`src/rtl/keypad_pkg.sv`:
```
// Shared definitions for the 4x3 keypad scanner: column drive patterns, key codes,
// FSM state encoding and the column/row to key-code map.
package keypad_pkg;

  typedef enum logic [1:0] {
    ST_SCAN     = 2'd0,
    ST_PRESS_DB = 2'd1,
    ST_HELD     = 2'd2,
    ST_REL_DB   = 2'd3
  } state_e;

  localparam logic [3:0] COL0 = 4'b0111;
  localparam logic [3:0] COL1 = 4'b1011;
  localparam logic [3:0] COL2 = 4'b1101;

  localparam logic [3:0] KEY_STAR = 4'hA;
  localparam logic [3:0] KEY_HASH = 4'hB;

  function automatic logic [3:0] col_pattern(input logic [1:0] col);
    logic [3:0] pat;
    pat = COL0;
    case (col)
      2'd1:    pat = COL1;
      2'd2:    pat = COL2;
      default: pat = COL0;
    endcase
    return pat;
  endfunction

  // Physical layout: column 0 holds 1/4/7/*, column 1 holds 2/5/8/0, column 2 holds 3/6/9/#.
  function automatic logic [3:0] decode_key(input logic [1:0] col, input logic [1:0] row);
    logic [3:0] code;
    code = 4'h0;
    case ({col, row})
      4'b00_00: code = 4'h1;
      4'b00_01: code = 4'h4;
      4'b00_10: code = 4'h7;
      4'b00_11: code = KEY_STAR;
      4'b01_00: code = 4'h2;
      4'b01_01: code = 4'h5;
      4'b01_10: code = 4'h8;
      4'b01_11: code = 4'h0;
      4'b10_00: code = 4'h3;
      4'b10_01: code = 4'h6;
      4'b10_10: code = 4'h9;
      4'b10_11: code = KEY_HASH;
      default:  code = 4'h0;
    endcase
    return code;
  endfunction

endpackage

```
`src/rtl/keypad_row_sync.sv`:
```
// Two-flop synchroniser for the asynchronous, active-low keypad row lines.
module keypad_row_sync (
  input  logic       clk,
  input  logic       rst,
  input  logic [3:0] row_in,
  output logic [3:0] rs
);

  logic [3:0] meta_q;
  logic [3:0] sync_q;

  always_ff @(posedge clk or posedge rst) begin
    if (rst) begin
      meta_q <= 4'b1111;
      sync_q <= 4'b1111;
    end else begin
      meta_q <= row_in;
      sync_q <= meta_q;
    end
  end

  assign rs = sync_q;

endmodule

```
`src/rtl/keypad_scan_ctrl.sv`:
```
// 4x3 keypad scan sequencer with press/release debounce and a 4-digit BCD preset register.
// Optional auto-repeat of held digit keys is enabled by defining KEYPAD_REPEAT_EN.
module keypad_scan_ctrl
  import keypad_pkg::*;
#(
  parameter int SCAN_DIV     = 1000,
  parameter int DEBOUNCE_CYC = 500000,
  parameter int CNT_W        = 20,
  parameter int REPEAT_CYC   = 250000
) (
  input  logic        clk,
  input  logic        rst,
  input  logic [3:0]  row_in,
  output logic [3:0]  col_out,
  output logic        key_valid,
  output logic [3:0]  key_code,
  output logic [15:0] digits,
  output logic        enter
);

  if (SCAN_DIV < 2 || DEBOUNCE_CYC < 2 || REPEAT_CYC < 2 ||
      SCAN_DIV > (1 << CNT_W) || DEBOUNCE_CYC > (1 << CNT_W)) begin : g_bad_params
    $error("keypad_scan_ctrl: illegal parameter combination");
  end

  localparam logic [CNT_W-1:0] SCAN_LAST = CNT_W'(SCAN_DIV - 1);
  localparam logic [CNT_W-1:0] DB_LAST   = CNT_W'(DEBOUNCE_CYC - 1);

  state_e            state_q, state_d;
  logic [1:0]        col_q, col_d;
  logic [1:0]        row_q, row_d;
  logic [CNT_W-1:0]  cnt_q, cnt_d;
  logic              key_valid_q, key_valid_d;
  logic [3:0]        key_code_q, key_code_d;
  logic [15:0]       digits_q, digits_d;
  logic              enter_q, enter_d;

  logic [3:0] rs;
  logic       one_low;
  logic [1:0] row_idx;
  logic [3:0] held_pat;
  logic [1:0] next_col;
  logic       fire;
  logic [3:0] fire_code;

`ifdef KEYPAD_REPEAT_EN
  localparam int REP_W = $clog2(REPEAT_CYC);
  localparam logic [REP_W-1:0] REP_LAST = REP_W'(REPEAT_CYC - 1);
  logic [REP_W-1:0] rep_cnt_q, rep_cnt_d;
`endif

  keypad_row_sync u_row_sync (
    .clk    (clk),
    .rst    (rst),
    .row_in (row_in),
    .rs     (rs)
  );

  // Anything other than exactly one low row is treated as no key (ghosting guard).
  always_comb begin
    one_low = 1'b1;
    row_idx = 2'd0;
    case (rs)
      4'b0111: row_idx = 2'd0;
      4'b1011: row_idx = 2'd1;
      4'b1101: row_idx = 2'd2;
      4'b1110: row_idx = 2'd3;
      default: one_low = 1'b0;
    endcase
  end

  assign held_pat  = ~(4'b1000 >> row_q);
  assign next_col  = (col_q == 2'd2) ? 2'd0 : col_q + 2'd1;
  assign fire_code = decode_key(col_q, row_q);

  always_comb begin
    state_d     = state_q;
    col_d       = col_q;
    row_d       = row_q;
    cnt_d       = cnt_q;
    key_valid_d = 1'b0;
    key_code_d  = key_code_q;
    digits_d    = digits_q;
    enter_d     = 1'b0;
    fire        = 1'b0;
`ifdef KEYPAD_REPEAT_EN
    rep_cnt_d   = '0;
`endif

    case (state_q)
      ST_SCAN: begin
        if (cnt_q == SCAN_LAST) begin
          cnt_d = '0;
          if (one_low) begin
            row_d   = row_idx;
            state_d = ST_PRESS_DB;
          end else begin
            col_d = next_col;
          end
        end else begin
          cnt_d = cnt_q + 1'b1;
        end
      end
      ST_PRESS_DB: begin
        if (rs == held_pat) begin
          if (cnt_q == DB_LAST) begin
            fire    = 1'b1;
            cnt_d   = '0;
            state_d = ST_HELD;
          end else begin
            cnt_d = cnt_q + 1'b1;
          end
        end else begin
          cnt_d   = '0;
          col_d   = next_col;
          state_d = ST_SCAN;
        end
      end
      ST_HELD: begin
        if (rs == 4'b1111) begin
          cnt_d   = '0;
          state_d = ST_REL_DB;
        end
`ifdef KEYPAD_REPEAT_EN
        else if (rep_cnt_q == REP_LAST) begin
          fire = (fire_code <= 4'd9);
        end else begin
          rep_cnt_d = rep_cnt_q + 1'b1;
        end
`endif
      end
      ST_REL_DB: begin
        if (rs == 4'b1111) begin
          if (cnt_q == DB_LAST) begin
            cnt_d   = '0;
            col_d   = 2'd0;
            state_d = ST_SCAN;
          end else begin
            cnt_d = cnt_q + 1'b1;
          end
        end else begin
          cnt_d   = '0;
          state_d = ST_HELD;
        end
      end
      default: state_d = ST_SCAN;
    endcase

    // Digit entry shifts left; star clears, hash only signals enter.
    if (fire) begin
      key_valid_d = 1'b1;
      key_code_d  = fire_code;
      if (fire_code == KEY_STAR) begin
        digits_d = '0;
      end else if (fire_code == KEY_HASH) begin
        enter_d = 1'b1;
      end else begin
        digits_d = {digits_q[11:0], fire_code};
      end
    end
  end

  always_ff @(posedge clk or posedge rst) begin
    if (rst) begin
      state_q     <= ST_SCAN;
      col_q       <= 2'd0;
      row_q       <= 2'd0;
      cnt_q       <= '0;
      key_valid_q <= 1'b0;
      key_code_q  <= 4'h0;
      digits_q    <= '0;
      enter_q     <= 1'b0;
`ifdef KEYPAD_REPEAT_EN
      rep_cnt_q   <= '0;
`endif
    end else begin
      state_q     <= state_d;
      col_q       <= col_d;
      row_q       <= row_d;
      cnt_q       <= cnt_d;
      key_valid_q <= key_valid_d;
      key_code_q  <= key_code_d;
      digits_q    <= digits_d;
      enter_q     <= enter_d;
`ifdef KEYPAD_REPEAT_EN
      rep_cnt_q   <= rep_cnt_d;
`endif
    end
  end

  assign col_out   = col_pattern(col_q);
  assign key_valid = key_valid_q;
  assign key_code  = key_code_q;
  assign digits    = digits_q;
  assign enter     = enter_q;

endmodule

```
`config.mk`:
```
export PLATFORM = sky130hd
export DESIGN_NAME = keypad_scan_ctrl
export DESIGN_NICKNAME = d
export VERILOG_FILES = /design/src/rtl/keypad_pkg.sv /design/src/rtl/keypad_row_sync.sv /design/src/rtl/keypad_scan_ctrl.sv
export SDC_FILE = /design/constraint.sdc
export NUM_CORES = 1
export LEC_CHECK = 0
export ABC_AREA = 0
export BUFFER_PORTS_ARGS = -buffer_cell sky130_fd_sc_hd__buf_2
export CAP_MARGIN = 20
export CORE_UTILIZATION = 45
export CTS_BUF_LIST = sky130_fd_sc_hd__clkbuf_8
export DETAILED_ROUTE_END_ITERATION = 6
export GPL_TIMING_DRIVEN = 0
export PLACE_DENSITY = 0.73
export SLEW_MARGIN = 25
export SYNTH_ARGS = -nofsm -noshare
export SYNTH_HDL_FRONTEND = slang
export SYNTH_HIERARCHICAL = 1
export SYNTH_SLANG_ARGS = --single-unit
```
`constraint.sdc`:
```
create_clock -name clk -period 2.1 [get_ports clk]
set_input_delay 0.21 -clock clk [delete_from_list [all_inputs] [get_ports clk]]
set_output_delay 0.21 -clock clk [all_outputs]
set_load 0.05 [all_outputs]
```
== Word-level counts from Yosys, hierarchy flattened ==
Memories as Yosys holds them, arrays and structs flattened.
Cells that the tools add are included.

* Memory bits (read-only): 64
* Bits in latches: 0
* Bits in registers: 56
* Memory bits (writable): 0
* Logic and storage cells: 79
* Memories: 1

{| class="wikitable"
|+ Memories
! memory !! words !! bits a word !! rd ports !! clocked after Yosys merged registers in !! wr ports !! line !! source
|-
| (name not given) || 16 || 4 || 1 || 0 || 0 || keypad_pkg.sv:34 || <nowiki>case ({col, row})</nowiki>
|}

* Shift-type cells: 1
* Add/sub/neg operators: 2
* Bitwise gates (word level): 1
* Reductions and logical operators: 7
* Order comparisons: 0
* Equality and inequality tests: 25
* Multipliers: 0
* Mux-type cells: 32
* Divide/modulo/power cells: 0

{| class="wikitable"
|+ Operator list
! cell !! count
|-
| 20-bit 2-to-1 mux || 5
|-
| 20-bit one-hot mux with 4 select lines || 1
|-
| 16-bit 2-to-1 mux || 2
|-
| 4-bit == test (second input constant) || 6
|-
| 2-bit 2-to-1 mux || 12
|-
| 20-bit by 1-bit adder with 20-bit output (second input constant) || 1
|-
| 20-bit by 10-bit == test with 1-bit output (second input constant) || 1
|-
| 20-bit by 19-bit == test with 1-bit output (second input constant) || 1
|-
| 2-bit != test (second input constant) || 8
|-
| 2-bit one-hot mux with 3 select lines || 2
|-
| 1-bit 2-to-1 mux || 8
|-
| 2-bit one-hot mux with 4 select lines || 1
|-
| 4-bit one-hot mux with 2 select lines || 1
|-
| 2-bit == test (second input constant) || 3
|-
| 3-bit != test (second input constant) || 2
|-
| 6-bit AND reduction || 1
|-
| 5-bit AND reduction || 1
|-
| 2-bit by 1-bit == test with 1-bit output (second input constant) || 2
|-
| 4-bit by 3-bit == test with 1-bit output (second input constant) || 1
|-
| 4-bit == test || 1
|-
| 4-bit NOT || 1
|-
| 4-bit OR reduction || 1
|-
| 4-bit by 2-bit >> shifter with 4-bit output (first input constant) || 1
|-
| 3-bit AND reduction || 1
|-
| other kinds (4) || 4
|}

== Logic depth before layout (Yosys ltp) ==
Gate-level depths: netlist (run 1).

* Depth after elaboration: 6
* Mapped depth: 9
* Gate-level depth less buffers: 7

== By module ==
The synthesis (run 1) kept the hierarchy.

{| class="wikitable"
|+ By module, submodules not included
! module !! area each (µm²) !! cells an instance !! times used
|-
| keypad_scan_ctrl || 2846.5 || 293 || 1
|-
| keypad_row_sync || 214.0 || 9 || 1
|}

== Worst setup path after synthesis (run 1) ==
No wires, ideal clock.

* Path kind: flip-flop to flip-flop
* Start point: register row_q[1]
* End point: register key_code_q[1] (netlist: key_code[1])
* Cell stages (with the launch flop): 9
* Buffers on the path: 1
* Required time: 1.972 ns
* Arrival time: 1.991 ns
* Period minus slack after synthesis: 2.119 ns
* Slack: -0.019 ns
* Cells stage by stage: dfrtp_1 > inv_1 > ha_1 > o2bb2ai_1 > nor4_2 > and2_1 > buf_4 > nand4_2 > mux2_1

* Longest elaborated chain between the ends: 5
* Elaborated cells between the ends (all ways): 6
* Those cells by class: 1 x eq/ne; 1 x shift; 2 x mux; 1 x bitwise; 1 x memory

{| class="wikitable"
|+ RTL lines
! what !! line !! source
|-
| start: declaration || keypad_scan_ctrl.sv:31 || <nowiki>logic [1:0] row_q, row_d;</nowiki>
|-
| start signal: assignment || keypad_scan_ctrl.sv:179 || <nowiki>row_q <= row_d;</nowiki>
|-
| 4-bit by 2-bit >> shifter with 4-bit output || keypad_scan_ctrl.sv:72 || <nowiki>assign held_pat = ~(4'b1000 >> row_q);</nowiki>
|-
| 4-bit NOT || keypad_scan_ctrl.sv:72 ||
|-
| 4-bit == test || keypad_scan_ctrl.sv:105 || <nowiki>if (rs == held_pat) begin</nowiki>
|-
| 1-bit 2-to-1 mux || keypad_scan_ctrl.sv:105 ||
|-
| 1-bit 2-to-1 mux || keypad_scan_ctrl.sv:90 || <nowiki>case (state_q)</nowiki>
|-
| end signal: assignment || keypad_scan_ctrl.sv:182 || <nowiki>key_code_q <= key_code_d;</nowiki>
|-
| end: declaration || keypad_scan_ctrl.sv:34 || <nowiki>logic [3:0] key_code_q, key_code_d;</nowiki>
|}

Parallel ways exist; a longest one is shown, timed or not.
A chain may end at the register's enable or synchronous reset.

== Worst setup path after layout (run 1) ==
* Start point: register cnt_q[9]
* End point: register cnt_q[6]

* Longest elaborated chain between the ends: 4
* Elaborated cells between the ends (all ways): 7
* Those cells by class: 2 x eq/ne; 5 x mux

{| class="wikitable"
|+ RTL lines
! what !! line !! source
|-
| start: declaration || keypad_scan_ctrl.sv:32 || <nowiki>logic [CNT_W-1:0] cnt_q, cnt_d;</nowiki>
|-
| start signal: assignment || keypad_scan_ctrl.sv:180 || <nowiki>cnt_q <= cnt_d;</nowiki>
|-
| 20-bit by 19-bit == test with 1-bit output || keypad_scan_ctrl.sv:106, keypad_scan_ctrl.sv:134 ||
|-
| 20-bit 2-to-1 mux || keypad_scan_ctrl.sv:106, keypad_scan_ctrl.sv:134 ||
|-
| 20-bit 2-to-1 mux (on tied branches) || keypad_scan_ctrl.sv:133, keypad_scan_ctrl.sv:105 ||
|-
| 20-bit one-hot mux with 4 select lines * || keypad_scan_ctrl.sv:90 ||
|}

Mark *: on every way between the ends. The rest lies on a longest branch, timed or not.

==> results.json, run 1 <==
{
  "muxShareOfSynthArea_pct": 3.066,
  "ir_worst_vdd_uv": 269.9,
  "ff2ff_path_depth": 7,
  "cts-root-buf": "clkbuf_8",
  "slew_viol_final": 0,
  "core_sq_um": 6459,
  "crit_start": "cnt_q[9]",
  "dpl_worst_slack_ns": -0.4384,
  "postRouteAntennaNets": 0,
  "synth_area_per_cell_sq_um": 10.13,
  "critPathTopFamily": "simple AND/OR/NAND/NOR gates",
  "final_common_cell": "dfrtp_1",
  "synth_top_flop_cell": "dfrtp_1",
  "total_power_mw": 1.806,
  "setup_tns_ns": -1.570,
  "grt_antenna_before_repair": 0,
  "p_switching_uw": 434.0,
  "criticalPathCategory": "flip-flop to flip-flop",
  "die_area_sq_um": 7134,
  "p_int_mw": 1.372,
  "relSlewSlack_pct": 50.65,
  "grt_pass1_vias": 2476,
  "synth_edf_count": 0,
  "n_antenna_cell": 0,
  "numPortBuffers": 30,
  "insertion_delay_ns": 0.32,
  "netlist_area_sq_um": 3060,
  "worstPathRequired_ns": 2.31,
  "cts_tree": "built",
  "routedWlPerCell_microns": 16.51,
  "min_to": "u_row_sync/rs[1]",
  "grt_overflow": 0,
  "final.period_utilization_pct": 105.3,
  "vias": 2656,
  "slowest_stage": "or4b_4",
  "vias_per_cell": 5.663,
  "fmax_mhz": 452.1,
  "synth_top_family_by_area": "simple AND/OR/NAND/NOR gates",
  "hpwl_microns": 4430,
  "path_buf_inv": 2,
  "timing.hold.worst.start": "u_row_sync/meta_q[1]",
  "synth_nets": 317,
  "critPathLaunchType": "flip-flop",
  "period_minus_slack_ns": 2.212,
  "initial_core_util_pct": 47.38,
  "drtIter0Drc": 189,
  "cts_made_buffers": 5,
  "tightest_slew_ns": 0.7340,
  "synth-xor-area-share_pct": 6.010,
  "boundaryPins": 32,
  "layout_common_cells": "dfrtp_1 (42), buf_4 (41), buf_2 (32)",
  "clock-sinks": 56,
  "rows": 29,
  "whs_ns": 0.3634,
  "drc": 9,
  "seq_area_frac_synth_pct": 46.12,
  "die_h_microns": 84.47,
  "synth_compound_area_share_pct": 16.03,
  "cts_buffer_depth": 2,
  "synth-seq-cells": 56,
  "power_frac_clock_pct": 34.0,
  "switching_share_pct": 24.03,
  "holdCritPathClass": "flip-flop to flip-flop",
  "synth_adder_area_share_pct": 3.679,
  "layout-drive-gt1-share_pct": 41.84,
  "clk_pin_slew_ns": 0.10,
  "drv_cap": 0,
  "syn_inst": 302,
  "finalHoldViolCount": 0,
  "yosysUniqueCellTypes": 57,
  "place_congestion": 0.8654,
  "grt_usage_pct": 20.53,
  "crit_chain": "or4b_4 -> nor4_4 -> nand3_4 -> a21oi_4 -> buf_6 -> buf_12 -> a21oi_2",
  "p_leak_nw": 1.811,
  "grt_max_degree": 33,
  "first_pass_iters": 6,
  "max_stage_delay_ns": 0.56,
  "wl_microns": 7742,
  "nNetsFinal": 406,
  "rrSetupSlack_ns": -0.11,
  "rsz0062_at_grt": "yes",
  "crit_arrival_ns": 2.42,
  "cts_max_level": 2,
  "area_growth_pct": 36.06,
  "end_kind": "flip-flop",
  "grt_pass1_wl_microns": 11810,
  "ys_async_sr_fraction_pct": 100.0,
  "combPwrFrac_pct": 5.0,
  "outcome": "finished, violations left",
  "synth_simple_gate_area_share_pct": 18.03,
  "r2r_start": "cnt_q[9]",
  "fp.dieW_microns": 84.47,
  "p_per_area_nw_per_um2": 433.8,
  "pwr-share-seq_pct": 60.9,
  "timing.final.setup_violations": 36,
  "hold_depth": 0,
  "fin_ws_ns": -0.1121,
  "cp_max_fo": 5,
  "timing.rr.end": "cnt_q[6]",
  "violations": "DRC, setup timing",
  "clock_skew_ns": 0.01075,
  "yosys_warnings": 6
}
-- cell families (layout without fill, tap and decap cells) --
group                    count (synthesis)  in the layout
AND/OR/NAND/NOR                         93             93
AO/OA/AOI/OAI                           70             70
flip-flops                              56             56
buffers and inverters                   43            133
XOR/XNOR                                21             21
adder cells (fa/ha/maj)                  9              9
multiplexers                             9              9
other                                    1              1
-- power by group through the flow --
stage                     Clock [mW]  Combinational, mW  Sequential [mW]
final                          0.615             0.0911             1.10
after global routing           0.672             0.0994             1.10
after CTS                      0.628             0.0751             1.10
after detailed placement           0             0.0709             1.11
after global placement             0             0.0639             1.11
after floorplan                    0             0.0491             1.11
-- per-layer routing --
layer | track usage [%] | share of wire [%] | vias to the layer above
met2 | 36.07 | 54 | 57
li1 | - | - | 1253
met3 | 3.638 | 3.0 | 11
met1 | 26.22 | 42 | 1335
met5 | 0 | 0 | -
met4 | 5.547 | 1.1 | 0
-- synthesized netlist by cell type (2+ instances only) --
cell,count,area [sq um]
dfstp_2,8,210.2
nor3_1,5,25.02
nand2_1,18,67.56
and2_1,4,25.02
xor2_1,13,113.9
a22oi_1,2,15.01
xnor2_1,8,70.07
nor4_1,4,25.02
a31oi_1,3,18.77
ha_1,9,112.6
nand3_1,11,55.05
inv_1,26,97.59
and3_1,4,25.02
buf_2,7,35.03
nor4_2,2,25.02
mux2i_1,6,60.06
or4b_1,2,20.02
o2bb2ai_1,2,17.52
nor2b_1,3,18.77
nor3b_1,2,15.01
o31ai_1,2,15.01
nor2_1,8,30.03
clkbuf_1,4,15.01
o21ai_1,11,55.05
dfrtp_1,48,1201
buf_4,4,30.03
nand2b_1,4,25.02
a21oi_1,17,85.08
mux2_1,2,22.52
o21ai_0,9,45.04
nand4_1,18,112.6
a2111oi_2,2,30.03
a21oi_2,10,87.58
-- area by class of cell --
| class | count | area (sq um) |
|---|---|---|
| Clock inverter | 3 | 22.52 |
| Buffer | 11 | 111.4 |
| Inverter | 26 | 102.6 |
| Fill cell | 485 | 2295 |
| Sequential cell | 56 | 1419 |
| Multi-Input combinational cell | 203 | 1652 |
| Timing Repair Buffer | 88 | 691.9 |
| Tap cell | 77 | 96.34 |
| Clock buffer | 5 | 68.82 |
-- worst max-delay path by stage --
stage	to	slack [ns]	cells after the start
global route	cnt_q[12]	-0.17	7
CTS	cnt_q[19]	-0.01	11
finish	cnt_q[6]	-0.11	7
global placement	digits[9]	-0.34	8
detailed placement	digits[9]	-0.44	8
floorplan	key_code[1]	0.005	8
-- flip-flops by register name, indices dropped and copies added (netlist names) --
name,count
row_q,2
col_q,2
enter,1
digits,16
cnt_q,20
u_row_sync/rs,4
u_row_sync/meta_q,4
state_q,2
key_valid,1
key_code,4
-- metrics by stage --
| stage | util, % | cell area [sq um] | cells |
|---|---|---|---|
| final | 64.47 | 4164 | 469 |
| after global routing | 64.47 | 4164 | 469 |
| after CTS | 59.18 | 3822 | 445 |
| after detailed placement | 51.51 | 3327 | 410 |
| after global placement | 51.20 | 3307 | 409 |
| after floorplan | - | 3060 | 302 |
-- worst reg2reg max path: stages, from the launching register on --
cell and delay, ns:
dfrtp_2 0.44, or4b_4 0.56, nor4_4 0.40, nand3_4 0.14, a21oi_4 0.24, buf_6 0.16
buf_12 0.12, a21oi_2 0.05
-- repair_timing --
action | in CTS | in global routing
setup buffers | 25 | 25
pin swaps | 9 | 25
endpoints found under the hold margin | 20 | 0
setup endpoints to repair | 41 | 41
gates resized for setup | 29 | 42
hold buffers | 5 | 0
gates cloned | 1 | 3
Note: power is estimated with default switching activity, not from simulation.
==> inputs of run 2 (changes only) <==
--- a/config.mk
+++ b/config.mk
@@ -6,13 +6,14 @@
 export NUM_CORES = 1
 export LEC_CHECK = 0
 export ABC_AREA = 0
-export BUFFER_PORTS_ARGS = -buffer_cell sky130_fd_sc_hd__buf_2
+export ABC_CLOCK_PERIOD_IN_PS = 2100
 export CAP_MARGIN = 20
 export CORE_UTILIZATION = 45
 export CTS_BUF_LIST = sky130_fd_sc_hd__clkbuf_8
 export DETAILED_ROUTE_END_ITERATION = 6
+export DONT_BUFFER_PORTS = 1
 export GPL_TIMING_DRIVEN = 0
-export PLACE_DENSITY = 0.73
+export PLACE_DENSITY = 0.69
 export SLEW_MARGIN = 25
 export SYNTH_ARGS = -nofsm -noshare
 export SYNTH_HDL_FRONTEND = slang
==> constraint.sdc (replaced) <==
create_clock -name clk -period 2.1 [get_ports clk]
set_input_delay 0 -clock clk [delete_from_list [all_inputs] [get_ports clk]]
set_output_delay 0 -clock clk [all_outputs]
set_load 0.05 [all_outputs]
==> results.json, run 2 (synthesis results as in run 1) <==
{
  "nFillCells": 492,
  "rows": 29,
  "clock-sinks": 56,
  "worstPathRequired_ns": 2.31,
  "drv_cap": 0,
  "period_minus_slack_ns": 2.125,
  "finalHoldViolCount": 0,
  "grt_antenna_before_repair": 0,
  "final_core_util_pct": 61.12,
  "layout-drive-gt1-share_pct": 37.54,
  "violations": "DRC, setup timing",
  "cts_max_level": 2,
  "layout_common_cells": "dfrtp_1 (42), buf_4 (34), inv_1 (23)",
  "cts_made_buffers": 5,
  "area_growth_pct": 28.99,
  "vias_per_cell": 5.758,
  "placedCellCount": 380,
  "cts_tree": "built",
  "wl_microns": 7283,
  "path_buf_inv": 1,
  "drtIter0Drc": 191,
  "place_congestion": 0.7945,
  "initial_core_util_pct": 47.38,
  "die_area_sq_um": 7134,
  "slowest_stage": "or4b_4",
  "tightest_slew_ns": 0.7879,
  "criticalPathCategory": "flip-flop to flip-flop",
  "grt_pass1_wl_microns": 11520,
  "hpwl_microns": 4327,
  "cts-root-buf": "clkbuf_8",
  "fp.dieW_microns": 84.47,
  "boundaryPins": 32,
  "drc": 7,
  "grt_usage_pct": 20.24,
  "fin_ws_ns": -0.02500,
  "p_leak_nw": 1.616,
  "die_h_microns": 84.47,
  "largest_reg_flops": 20,
  "clock_skew_ns": 0.01621,
  "nNetsFinal": 363,
  "ir_worst_vdd_uv": 312.7,
  "fmax_mhz": 470.6,
  "end_kind": "flip-flop",
  "holdCritPathClass": "input pin to asynchronous set/reset pin",
  "numPortBuffers": 0,
  "critPathTopFamily": "simple AND/OR/NAND/NOR gates",
  "insertion_delay_ns": 0.32,
  "max_stage_delay_ns": 0.58,
  "postRouteAntennaNets": 0,
  "n_antenna_cell": 0,
  "critPathLaunchType": "flip-flop",
  "final.period_utilization_pct": 101.2,
  "cp_max_fo": 10,
  "relSlewSlack_pct": 47.03,
  "first_pass_iters": 7,
  "crit_arrival_ns": 2.33,
  "rsz0062_at_grt": "yes",
  "p_per_area_nw_per_um2": 481.7,
  "slew_viol_final": 0,
  "clk_pin_slew_ns": 0.11,
  "vias": 2453,
  "max_flop_register": "cnt_q",
  "timing.final.setup_violations": 15,
  "fin_cells": 426,
  "routedWlPerCell_microns": 17.10,
  "cts_buffer_depth": 2,
  "grt_pass1_vias": 2412,
  "grt_max_degree": 33,
  "grt_overflow": 0,
  "outcome": "finished, violations left",
  "core_sq_um": 6459,
  "final_common_cell": "dfrtp_1",
  "crit_chain": "or4b_4 -> nor4_4 -> nand3_2 -> a21oi_4 -> buf_12 -> a21oi_2"
}
[run 2: cell types whose count changed in the layout (fill, tap and decap cells not counted), sizes merged]
cell | before | now
buf | 90 | 49
clkbuf | 9 | 6
bufbuf | 0 | 1
bufinv | 0 | 1
clkinv | 1 | 0
[run 2: worst paths after layout]
| check | start | endpoint | slack, ns | cells past startpoint |
|---|---|---|---|---|
| setup / recovery | cnt_q[6] | cnt_q[7] | -0.02 | 6 |
| hold / removal | rst | cnt_q[0] | 0.14 | 2 |
| setup reg to reg | cnt_q[6] | cnt_q[7] | -0.02 | 6 |
| hold reg to reg | u_row_sync/meta_q[0] | u_row_sync/rs[0] | 0.36 | 0 |
| max in group asynchronous | rst | cnt_q[6] | 1.43 | 3 |
| min in group clk | row_in[0] | u_row_sync/meta_q[0] | 0.23 | 1 |
[run 2: layout make-up]
cell class                 instances  area [sq um]  area share [%]
multi-input combinational        203          1673           42.38
sequential                        56          1419           35.94
timing repair buffer              44         429.2           10.87
buffer                            12         115.1           2.916
inverter                          26         100.1           2.536
tap                               77         96.34           2.441
clock buffer                       5         68.82           1.743
clock inverter                     3         46.29           1.173
[run 2: layer usage]
metal  routed length [microns]  track usage, %  up-vias
li1                          -               -     1160
met1                      3115           24.06     1219
met2                      3747           36.59       61
met3                       282           4.228       13
met4                       138           6.626        0
met5                         0               0        -
[run 2: where the power goes]
part / switching (mW) / leakage (nW) / total (mW) / internal, mW
clock network: 0.372 / 0.0548 / 0.732 / 0.360
registers: 0.00886 / 0.732 / 1.10 / 1.09
logic: 0.0437 / 0.829 / 0.0687 / 0.0250
total: 0.425 / 1.62 / 1.90 / 1.48
[run 2: worst reg2reg max path: stages (launching register included)]
cell and delay, ns:
dfrtp_2 0.42, or4b_4 0.58, nor4_4 0.33, nand3_2 0.16
a21oi_4 0.29, buf_12 0.19, a21oi_2 0.06
[run 2: per-stage QoR]
stage                     setup slack [ns]  area [sq um]  total power, mW  setup TNS [ns]  hold slack [ns]
after floorplan                   0.005401          3060            1.163               0         0.004478
after global placement             -0.3063          3157            1.173          -7.129         0.004537
after detailed placement           -0.3497          3177            1.179          -8.249          -0.1012
after CTS                         -0.01574          3704            1.917        -0.07645           0.1493
after global routing               -0.1148          3948            1.959          -2.750           0.1893
final                             -0.02500          3948            1.901         -0.2363           0.1380
[run 2: timing repair]
item                                   in CTS  in global routing
endpoints found under the hold margin      60                  0
setup endpoints to repair                  42                 44
pin swaps                                  10                 17
resized for setup                          29                 44
setup buffers                              22                 14
gates cloned                                1                  1
hold buffers                                5                  0
